===== src/rtl/ysyx_23060124_rf_wport_arbiter.sv =====
// Round-robin arbiter for the integer register-file write port (EXU vs LSU).
// The accepted write is registered onto rf_wen/rf_waddr/rf_wdata; lost arbitration cycles are counted.
module ysyx_23060124_rf_wport_arbiter #(
  parameter int ADDR_W = 5,
  parameter int DATA_W = 32,
  parameter int CNT_W  = 16
) (
  input  logic              clock,
  input  logic              reset,
  input  logic              exu_valid,
  output logic              exu_ready,
  input  logic [ADDR_W-1:0] exu_waddr,
  input  logic [DATA_W-1:0] exu_wdata,
  input  logic              lsu_valid,
  output logic              lsu_ready,
  input  logic [ADDR_W-1:0] lsu_waddr,
  input  logic [DATA_W-1:0] lsu_wdata,
  output logic              rf_wen,
  output logic [ADDR_W-1:0] rf_waddr,
  output logic [DATA_W-1:0] rf_wdata,
  output logic [CNT_W-1:0]  stall_cnt
);

  localparam logic [CNT_W-1:0] CNT_MAX = '1;
  localparam logic [CNT_W-1:0] CNT_ONE = {{(CNT_W-1){1'b0}}, 1'b1};

  typedef enum logic {
    GRANT_EXU = 1'b0,
    GRANT_LSU = 1'b1
  } grant_e;

  grant_e            last_grant;
  logic              exu_grant;
  logic              lsu_grant;
  logic              any_grant;
  logic [ADDR_W-1:0] sel_waddr;
  logic [DATA_W-1:0] sel_wdata;
  logic              stall_event;

  // On a tie the requester that did not win last time gets the port.
  always_comb begin
    exu_grant = 1'b0;
    lsu_grant = 1'b0;
    if (!reset) begin
      if (exu_valid && lsu_valid) begin
        exu_grant = (last_grant == GRANT_LSU);
        lsu_grant = (last_grant == GRANT_EXU);
      end else begin
        exu_grant = exu_valid;
        lsu_grant = lsu_valid;
      end
    end
  end

  assign exu_ready = exu_grant;
  assign lsu_ready = lsu_grant;
  assign any_grant = exu_grant | lsu_grant;

  always_comb begin
    sel_waddr = exu_waddr;
    sel_wdata = exu_wdata;
    if (lsu_grant) begin
      sel_waddr = lsu_waddr;
      sel_wdata = lsu_wdata;
    end
  end

  assign stall_event = (exu_valid & ~exu_grant) ^ (lsu_valid & ~lsu_grant);

  always_ff @(posedge clock) begin
    if (reset) begin
      last_grant <= GRANT_LSU;
      rf_wen     <= 1'b0;
      rf_waddr   <= '0;
      rf_wdata   <= '0;
    end else begin
      rf_wen <= 1'b0;
      if (any_grant) begin
        last_grant <= lsu_grant ? GRANT_LSU : GRANT_EXU;
        // x0 writes are accepted but never reach the register file.
        rf_wen     <= |sel_waddr;
        rf_waddr   <= sel_waddr;
        rf_wdata   <= sel_wdata;
      end
    end
  end

  always_ff @(posedge clock) begin
    if (reset) begin
      stall_cnt <= '0;
    end else if (stall_event && (stall_cnt != CNT_MAX)) begin
      stall_cnt <= stall_cnt + CNT_ONE;
    end
  end

endmodule


===== config.mk =====
export PLATFORM = sky130hd
export DESIGN_NAME = ysyx_23060124_rf_wport_arbiter
export DESIGN_NICKNAME = d
export VERILOG_FILES = /design/src/rtl/ysyx_23060124_rf_wport_arbiter.sv
export SDC_FILE = /design/constraint.sdc
export NUM_CORES = 1
export LEC_CHECK = 0
export CAP_MARGIN = 10
export CELL_PAD_IN_SITES_DETAIL_PLACEMENT = 1
export CELL_PAD_IN_SITES_GLOBAL_PLACEMENT = 2
export CORE_MARGIN = 2
export CORE_UTILIZATION = 20
export DETAILED_ROUTE_END_ITERATION = 10
export PLACE_DENSITY = 0.8
export SLEW_MARGIN = 25
export SYNTH_ARGS = -nofsm -noshare
export SYNTH_HDL_FRONTEND = slang
export SYNTH_SLANG_ARGS = --single-unit

===== constraint.sdc =====
create_clock -name clock -period 2 [get_ports clock]
set_input_delay 0.2 -clock clock [delete_from_list [all_inputs] [get_ports clock]]
set_output_delay 0.2 -clock clock [all_outputs]
set_load 0.005 [all_outputs]

Word-level counts from Yosys, hierarchy flattened
Cells that the tools add are included.
Storage, ports and cells
  register bits: 55
Cells by class
  equal/unequal tests: 1
  mux-type cells: 7
  bitwise logic cells: 8
  add/subtract/negate cells: 1
  reduce and logical (&&, ||, !) cells: 4
Operators by type and width (number)
  32-bit 2-to-1 mux: 1
  16-bit by 1-bit adder with 16-bit output, second input constant: 1
  16-bit inequality test, second input constant: 1
  1-bit 2-to-1 mux: 5
  5-bit 2-to-1 mux: 1
  5-bit OR reduction: 1
  1-bit NOT: 4
  1-bit bitwise AND: 2
  1-bit logical AND: 2
  2-bit OR reduction: 1
  1-bit bitwise OR: 1
  1-bit XOR: 1

Depth between registers and ports, before layout
  depth after elaboration: 7
  mapped depth: 7
  mapped depth without buffers: 5

Worst setup path before layout
OpenSTA, ideal clock, no wires.
  path kind: register to register
  start: reg stall_cnt[0]
  end: reg stall_cnt[1]
  path slack: 0.392 ns
  required time: 1.880 ns
  buffers on the path: 0
  data arrival time: 1.489 ns
  stages on the path, launching flop included: 6
  cells stage by stage: dfxtp_1 ha_1 and3_1 nor4b_1 or3b_2 a21oi_1
Between the ends
  cells in the longest elaborated chain, start to end: 2
  elaborated cells on any way between the ends: 3
RTL lines
  from (decl): line 21  | output logic [CNT_W-1:0] stall_cnt
  from (signal assigned): line 92  | stall_cnt <= stall_cnt + CNT_ONE;
  branches (longest 2 deep; another with 16-bit by 1-bit adder with 16-bit output)
Parallel ways; which one is timed is not known.
A chain may end at the register's enable or synchronous reset.

Worst setup path after layout
  start: in lsu_valid
  end: out exu_ready
Between the ends
  cells in the longest elaborated chain, start to end: 3
RTL lines
  from (decl): line 14  | input logic lsu_valid,
  1-bit logical AND: line 45  | if (exu_valid && lsu_valid) begin
  1-bit 2-to-1 mux: line 45
  1-bit 2-to-1 mux: line 44  | if (!reset) begin
  to (decl): line 11  | output logic exu_ready,
Every way passes these cells.

==> results.md <==
- Crit path time final: roughly 1900 ps
- Worst-path clk slew: roughly 70 ps
- Hold endpoint: rf_wdata[4]$_SDFFE_PP0P_
- Top cell type's share of synthesized area: between 40% and 50%
- Via density: approximately 4.8
- Core Area: between 0.01 and 0.015 mm2
- Hold crit path type: input pin to flop
- # Post-CTS Setup Buffers: 0
- Area growth from synthesis to layout: 72.59%
- Max-slew headroom: between 50% and 60%
- Worst Tran Pin Value: roughly 660 ps
- Vias: 2690
- FF-to-FF End: stall_cnt[4]$_SDFFE_PP0P_
- Startpoint Class: input pin
- GRT Overall Usage: about an eighth
- Top FF cell, synth: dfxtp_1
- Power Dens Cells: roughly 650 mW/mm2
- Crit-path cells: clkdlybuf4s50_1, or2b_1, and3_1, clkdlybuf4s50_1
- Hold_buf cts: 0
- Largest net degree at the start of global routing: 44
- Layout cells sized above 1: roughly 6.8%
- Top cell type by total area after synthesis: dfxtp_1
- RePlAce Congestion: approximately 0.75
- Worst setup path category: input pin to primary output
- Worst-Skew Late Latency: approximately 280 ps
- Delay-heaviest family, CP: buffers and inverters
- Non-Filler Instances: roughly 560
- Post-synthesis sequential area ratio: 45.69%
- Worst Path Buf+Inv: 2
- Clock Tree Root: clkbuf_16
- Reg2reg start: stall_cnt[0]$_SDFFE_PP0P_
- Clk buf depth: 2
- H-tree levels: 2
- Depth of the worst hold-timing path: 3
- Syn avg cell area: 8.637 um2
- Core Rows: 40
- DRC: 0
- Yosys reg bits: between 50 and 60
- DIE HEIGHT: about 110 um
- Util after Layout: a little over a third
- Worst setup EP type: primary output
- Fin crit share: a little over 90%
- Final setup fails: 0
- Mapped cell area: approximately 0.0024 mm2
- CTS Buf Count: 5
- Inst Count DP: around 550
- Die footprint: 0.01294 mm2
- CTS sink count: between 50 and 60
- Die width: approximately 110 um
- Synth Net Count: 358
- Ys async rst share: 0%
- Netlist cell types: 41
- Cell count after synthesis: 279
- Wire per inst: 15.47 um
- Worst path max stage delay: 520 ps
- Slowest CP cell: clkdlybuf4s50_1
- Worst r2r path cells: 6
- Iter 0 DRT Violations: 74
- Ys Warns: 0
- Total grt overflow: 0
- Final Hold Viols: 0
- Total routed wirelength: about 8.7 mm
- Number of global-route vias before repair: 2774
- Worst IR drop on VDD: 375.1 uV
- Status: complete, no violations
- Max Slew Vio Count: 0
- Layout net count: 493
- DP HPWL: ~6.6 mm
- Worst Path Arrival: about 1700 ps
- Number of max-cap violations: 0
- Initial core utilization: just over 20%
- CTS resizes: 0
- Hold_sp: reset
- Antenna violations before repair: 0
- I/O pin cnt: around 130
- Reg2Reg Setup Slack: approximately 190 ps
- Routed Antenna Nets: 0
- Static leakage: approximately 1.4 nW
- Worst Path Required: approximately 1800 ps
- Clock skew: ~3.3 ps
- PortBufs: approximately 130
- Commonest cells post-synth: dfxtp_1, a21oi_1, nand2_1
- First-pass GRT wire length: 13.68 mm
- Most common cell in the netlist: dfxtp_1
- DR pass1 iterations: 4
- Ant diodes: 0
- CTS tree: built
- Crit-path max FO: 4
- Synth top area cells: dfxtp_1, a22oi_1, a21oi_1
- Critical Path Most Common Cell: clkdlybuf4s50_1
- RSZ-0062 raised after global routing: false
- EDFF count, synth: 0
- Peak Freq: around 540 MHz
routing by layer:
| metal | part of all wire, % | track usage (%) |
|---|---|---|
| met2 | 51 | 23.39 |
| met1 | 43 | 15.91 |
| met3 | 5.2 | 2.657 |
| met5 | 0 | 0 |
| met4 | 1.1 | 3.659 |
report_power, final:
group / switching, mW / total, mW / internal [mW]
clock network: 0.374 / 0.959 / 0.585
logic: 0.201 / 0.531 / 0.329
registers: 0.0372 / 1.20 / 1.16
total: 0.613 / 2.69 / 2.07
through the flow:
stage | setup slack, ps | TNS [ps] | hold slack (ps) | area [um2] | power (mW)
finish | 137.0 | 0 | 345.6 | 4159 | 2.687
CTS | 110.1 | 0 | 338.0 | 4159 | 2.749
detailed placement | -84.66 | -240.5 | 448.7 | 4000 | 1.761
global route | 57.51 | 0 | 370.1 | 4159 | 2.846
global placement | -7.460 | -11.76 | 442.2 | 4000 | 1.748
floorplan | 391.8 | 0 | 332.9 | 2410 | 1.388
kinds of logic after synthesis:
group	after synthesis	synth area share (%)
compound gates	108	28.66
xor+xnor	1	0.3635
fa+ha+maj	1	0.5191
buf+inv	24	4.258
flops	55	45.69
mux	6	2.544
simple gates	84	17.97
layout by cell type, fill, tap and decap left out, drive strengths merged, types with 2 or more instances in the layout:
master	count
o211ai	3
and3	2
o21ai	6
buf	17
mux2i	5
inv	2
and4	3
nand3	5
a21oi	44
clkbuf	6
or3	2
or4	11
dfxtp	55
a211oi	5
nand4	5
nor4	3
clkdlybuf4s50	132
nor2	7
o31ai	9
a22oi	32
nand2	40
state kept, by name, summed over array words and instances (netlist names):
| name | cells |
|---|---|
| last_grant | 1 |
| rf_waddr | 5 |
| rf_wdata | 32 |
| rf_wen | 1 |
| stall_cnt | 16 |
worst register-to-register path: stages (launching register included):
cell and delay, ps:
dfxtp_1 410, ha_1 190, and3_1 170, o211ai_1 270, buf_4 250, or3_1 300
a21oi_1 160
layout make-up:
class	instances	area [um2]
fillers	1381	7702
well taps	147	183.9
flip-flops and latches	55	1101
clock inverters	1	30.03
repair buffers	149	1471
multi-input cells	200	1232
inverters	3	11.26
clock buffers	6	128.9
how the worst max path moves through the flow:
stage / from / to / slack, ps / cells past startpoint
after floorplan: stall_cnt[0]$_SDFFE_PP0P_ / stall_cnt[1]$_SDFFE_PP0P_ / 390 / 5
after global placement: lsu_valid / stall_cnt[14]$_SDFFE_PP0P_ / -7 / 5
after detailed placement: exu_valid / stall_cnt[15]$_SDFFE_PP0P_ / -80 / 6
after CTS: lsu_valid / exu_ready / 110 / 4
after global routing: stall_cnt[0]$_SDFFE_PP0P_ / stall_cnt[4]$_SDFFE_PP0P_ / 60 / 6
final: lsu_valid / exu_ready / 140 / 4
Power figures use the tool's default switching activity.
